[src/rtl/booth_seq_mul.sv]
// booth_seq_mul: iterative radix-4 Booth multiplier.
// One Booth digit (two multiplier bits) is retired per clock through a single
// partial-product adder. Signed and unsigned operands; start/busy/done handshake.
//
// Handshake: start is sampled on a rising edge only while the unit is not
// retiring digits (IDLE or DONE state); operands and signed_mode are latched on
// that edge. busy is high while digits are retired, done is a one-cycle pulse
// in which result/ovf become valid; result/ovf hold until the next completion.
//
// Optional build macro BOOTH_EARLY_TERM_EN: when defined, the unit finishes as
// soon as every remaining Booth digit is known to be zero.
module booth_seq_mul #(
    parameter int WIDTH = 32
) (
    input  logic                 clk,
    input  logic                 rst_n,
    input  logic                 start,
    input  logic                 signed_mode,
    input  logic [WIDTH-1:0]     a,
    input  logic [WIDTH-1:0]     b,
    output logic                 busy,
    output logic                 done,
    output logic [2*WIDTH-1:0]   result,
    output logic                 ovf,
    output logic [1:0]           dbg_state_o
);

    // Accumulator/multiplicand width: product plus two guard bits for +/-2A.
    localparam int AW = 2 * WIDTH + 2;
    // Multiplier shift register: two extension bits, b, and the overlap bit b[-1].
    localparam int BW = WIDTH + 3;
    localparam int CW = $clog2(WIDTH / 2 + 2);
    localparam logic [CW-1:0] LAST_S = CW'(WIDTH / 2 - 1);
    localparam logic [CW-1:0] LAST_U = CW'(WIDTH / 2);

    typedef enum logic [1:0] {
        S_IDLE = 2'd0,
        S_RUN  = 2'd1,
        S_DONE = 2'd2
    } state_t;

    state_t            state_q, state_d;
    logic [AW-1:0]     mcand_q, mcand_d;
    logic [BW-1:0]     mult_q, mult_d;
    logic [AW-1:0]     acc_q, acc_d;
    logic [CW-1:0]     cnt_q, cnt_d;
    logic              sgn_q, sgn_d;
    logic [2*WIDTH-1:0] result_q, result_d;
    logic              ovf_q, ovf_d;

    logic              accept;
    logic              finish;
    logic              last_digit;
    logic [AW-1:0]     pp;
    logic [AW-1:0]     acc_sum;
    logic [BW-1:0]     mult_shift;
    logic [WIDTH:0]    hi_signed;

    assign accept = start && (state_q != S_RUN);

    // State register; reset aborts any operation in flight.
    always_ff @(posedge clk) begin
        if (!rst_n) begin
            state_q <= S_IDLE;
        end else begin
            state_q <= state_d;
        end
    end

    // Next-state logic: a start in DONE chains straight into the next run.
    always_comb begin
        state_d = state_q;
        case (state_q)
            S_IDLE:  if (accept) state_d = S_RUN;
            S_RUN:   if (finish) state_d = S_DONE;
            S_DONE:  state_d = accept ? S_RUN : S_IDLE;
            default: state_d = S_IDLE;
        endcase
    end

    // Output decode: busy and done come from disjoint states, so never both high.
    always_comb begin
        busy        = (state_q == S_RUN);
        done        = (state_q == S_DONE);
        dbg_state_o = state_q;
    end

    // Booth recoding of the current window {b[2i+1], b[2i], b[2i-1]}.
    always_comb begin
        pp = '0;
        case (mult_q[2:0])
            3'b001, 3'b010: pp = mcand_q;
            3'b011:         pp = {mcand_q[AW-2:0], 1'b0};
            3'b100:         pp = '0 - {mcand_q[AW-2:0], 1'b0};
            3'b101, 3'b110: pp = '0 - mcand_q;
            default:        pp = '0;
        endcase
    end

    // Partial-product add and multiplier shift; extension follows the latched mode.
    always_comb begin
        acc_sum    = acc_q + pp;
        mult_shift = {{2{sgn_q & mult_q[BW-1]}}, mult_q[BW-1:2]};
        last_digit = (cnt_q == (sgn_q ? LAST_S : LAST_U));
        hi_signed  = acc_sum[2*WIDTH-1:WIDTH-1];
    end

`ifdef BOOTH_EARLY_TERM_EN
    // Finish once the remaining bits plus overlap bit are all equal: every
    // later digit is then 000 or 111 and contributes nothing.
    always_comb begin
        finish = last_digit || (mult_shift == '0) || (sgn_q && (mult_shift == '1));
    end
`else
    // Fixed latency: finish after the last digit for the latched mode.
    always_comb begin
        finish = last_digit;
    end
`endif

    // Datapath next state: latch on accept, retire one digit per RUN cycle.
    always_comb begin
        mcand_d  = mcand_q;
        mult_d   = mult_q;
        acc_d    = acc_q;
        cnt_d    = cnt_q;
        sgn_d    = sgn_q;
        result_d = result_q;
        ovf_d    = ovf_q;
        if (accept) begin
            sgn_d   = signed_mode;
            mcand_d = {{(AW - WIDTH){signed_mode & a[WIDTH-1]}}, a};
            mult_d  = {{2{signed_mode & b[WIDTH-1]}}, b, 1'b0};
            acc_d   = '0;
            cnt_d   = '0;
        end else if (state_q == S_RUN) begin
            acc_d   = acc_sum;
            mcand_d = {mcand_q[AW-3:0], 2'b00};
            mult_d  = mult_shift;
            cnt_d   = cnt_q + CW'(1);
            if (finish) begin
                result_d = acc_sum[2*WIDTH-1:0];
                if (sgn_q) begin
                    ovf_d = !((hi_signed == '0) || (hi_signed == '1));
                end else begin
                    ovf_d = (acc_sum[2*WIDTH-1:WIDTH] != '0);
                end
            end
        end
    end

    // Datapath registers; result and ovf clear only on reset.
    always_ff @(posedge clk) begin
        if (!rst_n) begin
            mcand_q  <= '0;
            mult_q   <= '0;
            acc_q    <= '0;
            cnt_q    <= '0;
            sgn_q    <= 1'b0;
            result_q <= '0;
            ovf_q    <= 1'b0;
        end else begin
            mcand_q  <= mcand_d;
            mult_q   <= mult_d;
            acc_q    <= acc_d;
            cnt_q    <= cnt_d;
            sgn_q    <= sgn_d;
            result_q <= result_d;
            ovf_q    <= ovf_d;
        end
    end

    assign result = result_q;
    assign ovf    = ovf_q;

endmodule

[config.mk]
export PLATFORM = sky130hd
export DESIGN_NAME = booth_seq_mul
export DESIGN_NICKNAME = d
export VERILOG_FILES = /design/src/rtl/booth_seq_mul.sv
export SDC_FILE = /design/constraint.sdc
export NUM_CORES = 1
export LEC_CHECK = 0
export BUFFER_PORTS_ARGS = -buffer_cell sky130_fd_sc_hd__buf_2
export CAP_MARGIN = 20
export CORE_UTILIZATION = 30
export DETAILED_ROUTE_END_ITERATION = 8
export GPL_TIMING_DRIVEN = 0
export PLACE_DENSITY = 0.5
export SLEW_MARGIN = 30
export SYNTH_ARGS = -nofsm -noshare
export SYNTH_HDL_FRONTEND = slang
export SYNTH_SLANG_ARGS = --single-unit
export TNS_END_PERCENT = 10
[constraint.sdc]
create_clock -name clk -period 5.35 [get_ports clk]
set_input_delay 0.2675 -clock clk [delete_from_list [all_inputs] [get_ports clk]]
set_output_delay 0.2675 -clock clk [all_outputs]
set_load 0.03 [all_outputs]
# Word level (Yosys, flattened, before mapping)
# Index checks and enable logic that the tools add are counted.
# totals
word_cells	54
out_inout_bits	69
regBits	240
input_bits	68
# op_classes
reduce_logical	12
bitwise	5
add_sub_neg	4
n_mux	11
eq_ne	13
# ops
operator	count
$pmux 66 s4	1
$mux 66	2
$sub 1x66->66 const A	2
$mux 35	2
$add 66x66->66	1
$eq 33x33->1 const B	1
$logic_not 33->1	1
$reduce_bool 32->1	1
$eq 3x3->1 const B	3
$eq 3x2->1 const B	2
$pmux 2 s3	1
$reduce_or 2->1	3
$add 5x1->5 const B	1
$eq 5x5->1	1
$mux 5	1
$mux 2	2
$ne 2x1->1 const B	2
$and 1x1->1	3
$eq 3x1->1 const B	1
$reduce_and 3->1	1
$eq 2x1->1 const B	1
$eq 2x2->1 const B	1
$logic_not 2->1	1
$mux 1	2
other kinds (7)	8

# Depth between registers and ports, before layout
# depth
depth_word	8
depth_mapped	27
depth_no_buf	26

# Worst setup path after synthesis
# Ideal clock, no wire load.
# synth_timing
path_type	reg2reg
start	register mcand_q[1]
end	register ovf_q, in the netlist ovf
period_less_slack_ps	5752
stages_incl_launch_ff	25
required_time_ps	5233
path_buffers	1
setup_slack_ps	-402
setup_ps	117
arrival_time_ps	5635
cell_sequence	dfxtp_1 > clkbuf_1 > inv_1 > ha_1 > nor4b_1 > nand2_1 > or3_1 > or3_1 > nor3_1 > xnor2_1 > a221oi_1 > a31oi_1 > ha_1 > nand4_1 > or3_1 > nor3_1 > o21ai_1 > and3_1 > o41ai_1 > a21boi_0 > xnor2_1 > or4_1 > nor4_1 > nand4_1 > o2111a_1
# synth_via
elab_chain_len	7
word_cells_on_any_way	10
cone_classes	3 x add/sub; 1 x eq/ne; 2 x mux; 4 x reduce/logical
# synth_lines
item	line_no	text
start, declared	43	logic [AW-1:0] mcand_q, mcand_d;
start signal, assigned	163	mcand_q <= mcand_d;
$sub 1x66->66, on equally long branches	95, 94	
$pmux 66 s4 (*)	91	case (mult_q[2:0])
$add 66x66->66 (*)	102	acc_sum = acc_q + pp;
$eq 33x33->1 / $logic_not 33->1 (equally long branches)	144	ovf_d = !((hi_signed == '0) || (hi_signed == '1));
$logic_or 1x1->1	144	
$logic_not 1->1	144	
$mux 1 (*)	143	if (sgn_q) begin
end signal, assigned	169	ovf_q <= ovf_d;
end, declared	49	logic ovf_q, ovf_d;
# Every way passes the cells marked *; elsewhere a longest branch is shown, timed or not.
# A chain may end at the register's enable or synchronous reset.

# Final worst setup path
# layout_timing
start	register mcand_q[2]
end	register ovf_q, in the netlist ovf
# Same word-level chain as after synthesis.

==> results by stage <==
Outcome:
- The run finished, with violations left.
- The final reports fail on setup timing.

Timing:
- The setup skew after layout is roughly 0.020 ns.
- Setup repair after global routing could not meet its margin everywhere.
- The maximum clock frequency is 0.1738 GHz.
- At the pin with the least slew margin, the transition time is ~1.0 ns.
- In the finished design, the share of the clock period the worst path needs comes to 107.5%.
- Hold is met by between 0.02 and 0.03 ns.
- The final number of hold-violating endpoints is 0.
- In this run the tightest slew margin relative to its limit is 32.33%.
- Setup slack on the critical path of the routed design comes to -0.4028 ns.
- The final max-slew violation count came to 0.
- Setup violations remaining at the end of the flow were counted as 5.
- The worst path in the final design needs a cycle of ~5.8 ns, including I/O delays and setup.

Clocking:
- The clock drives about 240 sinks.
- The root buffer cell is sky130_fd_sc_hd__clkbuf_16.
- The clock passes through at most 3 buffers.
- The TritonCTS clock tree is done.
- Clock latency on the worst-skew pair, taken at its later pin, is roughly 0.6 ns.
- Clock-pin slew was measured on the worst setup and hold paths at 0.06 ns.
- CTS built an H-tree with a depth of 1.
- The number of CTS-inserted buffers is 30.

Logic synthesis:
- The post-synthesis cell type with the largest combined area is sky130_fd_sc_hd__dfxtp_1.
- Synthesis handed over a netlist of about 2300 instances.
- In this run the mean area of a mapped cell was between 7 and 8 µm².
- The distinct cell type count of the synthesized netlist is 76.
- Counting flops with an async set or reset pin after synthesis yields a share of 0%.
- The most common cell in the synthesized netlist is sky130_fd_sc_hd__nand2_1.
- The share of the Yosys chip area taken by registers is 28.29%.
- By count the netlist is led by sky130_fd_sc_hd__nand2_1 (515), sky130_fd_sc_hd__dfxtp_1 (235), sky130_fd_sc_hd__a21oi_1 (166).
- The Yosys step of the flow raised 0 warnings.
- In this run, synthesis produced a sequential element count of approximately 240.
- In the post-synthesis netlist, the biggest area contributors are sky130_fd_sc_hd__dfxtp_1 (28%), sky130_fd_sc_hd__nand2_1 (12%), sky130_fd_sc_hd__a21oi_1 (5.0%), sky130_fd_sc_hd__ha_1 (4.9%), sky130_fd_sc_hd__o21ai_0 (4.5%).
- The top-area cell type share of the netlist area is between 20 and 30%.
- The post-synthesis instance area is roughly 0.017 mm².
- The synthesized design contains 0 enable-type register cells.
- The most used flip-flop cell after synthesis is sky130_fd_sc_hd__dfxtp_1.
- Synthesis produced a netlist with a net count of ~2400.

Global routing:
- The maximum number of pins on one net before global-route repair is 15.
- The number of antenna violations at the first check in global routing is 4.
- The overall track demand over capacity in global routing is between 20% and 30%.
- The wire length of the first global-routing pass is roughly 100000 µm.
- The number of global-route vias before repair was ~17000.
- The leftover overflow at the end of global routing is 0.

Pwr:
- Combinational cells account for between 30 and 40% of the total power.
- Dividing total power by cell area gives a power density of 269.9 mW/mm².
- The worst ir drop on vdd is 0.2297 mV.
- The fraction of power consumed by the clock network is between 30% and 40%.
- For this design the static power due to leakage is just under 9 nW.
- Registers are responsible for around a third of the overall power.
- Net switching is a little over a third of the power.
- Summed over all nets, the switching power comes to a little over 2 mW.
- The internal portion of the total power is 3.768 mW.

Die:
- The count of standard-cell rows is 85.
- The initial core utilization is 30.60%.
- The core region is 0.05435 mm².
- In this run the horizontal extent of the chip is about 240 µm.
- The area of the die is 0.05639 mm².
- The number of top-level pins is 137.
- Measured along the y axis, the die boundary spans roughly 240 µm.

Finish:
- In the final layout, the share of cells above drive strength 1 is between 20% and 30%.
- For this run, the share of the core covered by cells in the final layout is 39.69%.
- Registers take ~0.0047 mm².
- The multi-input combinational cells in the finished layout cover a total of 0.01281 mm².
- The number of filler cells placed in the layout is 5620.
- From synthesis to final layout, the design area changed by 29.68%.
- The net count of the finished layout is 2614.

Critical path:
- The worst-path maximum fanout is 10.
- The delay of the slowest cell on the worst path is between 0.5 and 0.6 ns.
- The most numerous cell type found on the critical path is sky130_fd_sc_hd__or3_4.
- The arrival time of the worst setup path is 6.22 ns.
- Data on the critical path is required at its endpoint by roughly 5.8 ns.
- The startpoint kind of the worst setup timing path is a flop.
- The critical path endpoint category is a flop.
- The startpoint-to-endpoint class of the critical path is flop to flop.
- Walking the worst path, the cells encountered are buf_6 > or3_4 > nor3_4 > nand2_2 > or3_4 > or3_4 > or3_4 > a22oi_2 > o21ai_4 > ha_4 > nand4_1 > or2_2 > a2111o_1 > a31o_4 > o21bai_2 > xor2_2 > or4_4 > nor4_4 > nand4_1 > o2111a_1.
- The slowest stage of the critical path is the sky130_fd_sc_hd__or4_4 cell.

Detailed routing:
- The routed design has between 60000 and 70000 µm of wire.
- After detailed routing, the average wire length per cell comes to 21.43 µm.
- The number of DRC violations after detailed routing is 0.
- The detailed-routing iteration count for the pre-antenna-repair pass is 5.
- The overall via count from detail_route is 17800.
- The antenna violation net count after detailed routing is 0.
- After the first detailed-routing iteration, the DRC count stood at around 1400.
- The mean number of vias per cell is roughly 5.5.

Placed design:
- The weighted congestion reported at the end of routability-driven placement is 0.9660.
- Summed over all nets, the half-perimeter wirelength after detailed placement is 52420 µm.
- The number of buffers inserted by port buffering is between 100 and 150.

Run:
- The max-cap check violation count is 0.

Worst hold path:
- The path class of the lowest-slack min-delay path is primary input to flop.
## final timing paths
path,slack [ns],startpoint,endpoint,cells after the start
worst max register to register,-0.40,mcand_q[2]$_SDFFE_PN0P_,ovf$_SDFFE_PN0P_,20
worst min register to register,0.45,result[62]$_SDFFE_PN0P_,result[62]$_SDFFE_PN0P_,2
worst max-delay path,-0.40,mcand_q[2]$_SDFFE_PN0P_,ovf$_SDFFE_PN0P_,20
worst min-delay path,0.03,b[10],mult_q[11]$_SDFFE_PN0P_,4
## cells in the final DEF (no fill, tap or decap), drive strengths merged, types with 5 or more instances in the layout
cell type / n
xnor2: 68
clkbuf: 173
mux2: 5
o21bai: 9
a21oi: 166
inv: 21
or4: 11
o31ai: 7
a31oi: 20
nor3: 33
a21o: 16
nand2b: 8
o211a: 66
a221oi: 22
or3: 22
a22oi: 38
nand2: 515
a21boi: 92
dfxtp: 235
nor4: 16
and2: 18
nor2: 128
dlygate4sd3: 6
nand3: 27
nand4: 31
o211ai: 12
xor2: 83
o22ai: 7
nand4b: 6
o221ai: 6
clkinv: 8
a211oi: 10
nor2b: 8
and3: 12
o21a: 13
or2: 5
ha: 65
o21ai: 157
mux2i: 71
buf: 239
## per-layer routing
metal  global-route usage, %  wire (µm)  vias up
met2                   39.54      31390      598
met4                   7.605       2560        4
met3                   4.216       4921      155
met1                   31.70      30600     8606
li1                        -          -     8434
met5                       0         22        -
## cell type report
type | instances | area share [%]
Multi-Input combinational cell | 1816 | 59.40
Sequential cell | 235 | 21.91
Timing Repair Buffer | 223 | 6.300
Tap cell | 739 | 4.287
Clock buffer | 41 | 4.003
Buffer | 154 | 2.982
Clock inverter | 13 | 0.7483
Inverter | 20 | 0.3597
Antenna cell | 1 | 0.01160
## cells by family (layout without fill, tap and decap cells)
family          after synthesis  in the layout  share of synthesized area, %
fa+ha+maj                    66             66                         5.010
mux                          76             76                         4.611
buf+inv                     205            451                         4.739
other cells                   0              1                             0
simple gates                858            858                         22.91
flops                       235            235                         28.29
compound gates              665            665                         26.49
xor+xnor                    151            151                         7.952
## worst max-delay path, delay by kind of cell (launching register included)
kind / cells / cell delay (ns)
AND/OR/NAND/NOR: 11 / 3.25
AO/OA/AOI/OAI: 6 / 1.44
adder cells (fa/ha/maj): 1 / 0.36
flip-flops: 1 / 0.30
buffers and inverters: 1 / 0.14
XOR/XNOR: 1 / 0.12
## power by group through the flow
stage	Combinational, mW	Clock (mW)	Sequential [mW]
detailed placement	1.45	0	1.94
floorplan	0.976	0	1.92
global placement	1.44	0	1.94
finish	1.77	2.11	1.95
global route	1.89	2.22	1.96
CTS	1.62	2.17	1.94
## metrics by stage
step / setup TNS (ns) / worst slack (ns) / std cells / area, µm² / power (mW)
2_1_floorplan: 0 / 0.001434 / 2256 / 16720 / 2.893
3_3_place_gp: -48.04 / -1.923 / 3130 / 18320 / 3.373
3_5_place_dp: -46.79 / -1.858 / 3130 / 18330 / 3.386
4_1_cts: -0.4638 / -0.3079 / 3217 / 20710 / 5.727
5_1_grt: -2.793 / -0.6179 / 3241 / 21570 / 6.072
6_report: -1.011 / -0.4028 / 3242 / 21570 / 5.821
## repair_timing
| item | in CTS | in global routing |
|---|---|---|
| hold buffers | 6 | 0 |
| buffers inserted | 54 | 28 |
| pin swaps | 60 | 79 |
| endpoints found under the setup margin | 78 | 29 |
| gates resized for setup | 249 | 133 |
| endpoints found under the hold margin | 6 | 0 |
## registers in the layout (all words and copies together) (netlist names)
| name | count |
|---|---|
| dbg_state_o | 2 |
| acc_q | 64 |
| mcand_q | 64 |
| ovf | 1 |
| sgn_q | 1 |
| cnt_q | 5 |
| mult_q | 34 |
| result | 64 |
(Power assumes the default switching activity.)
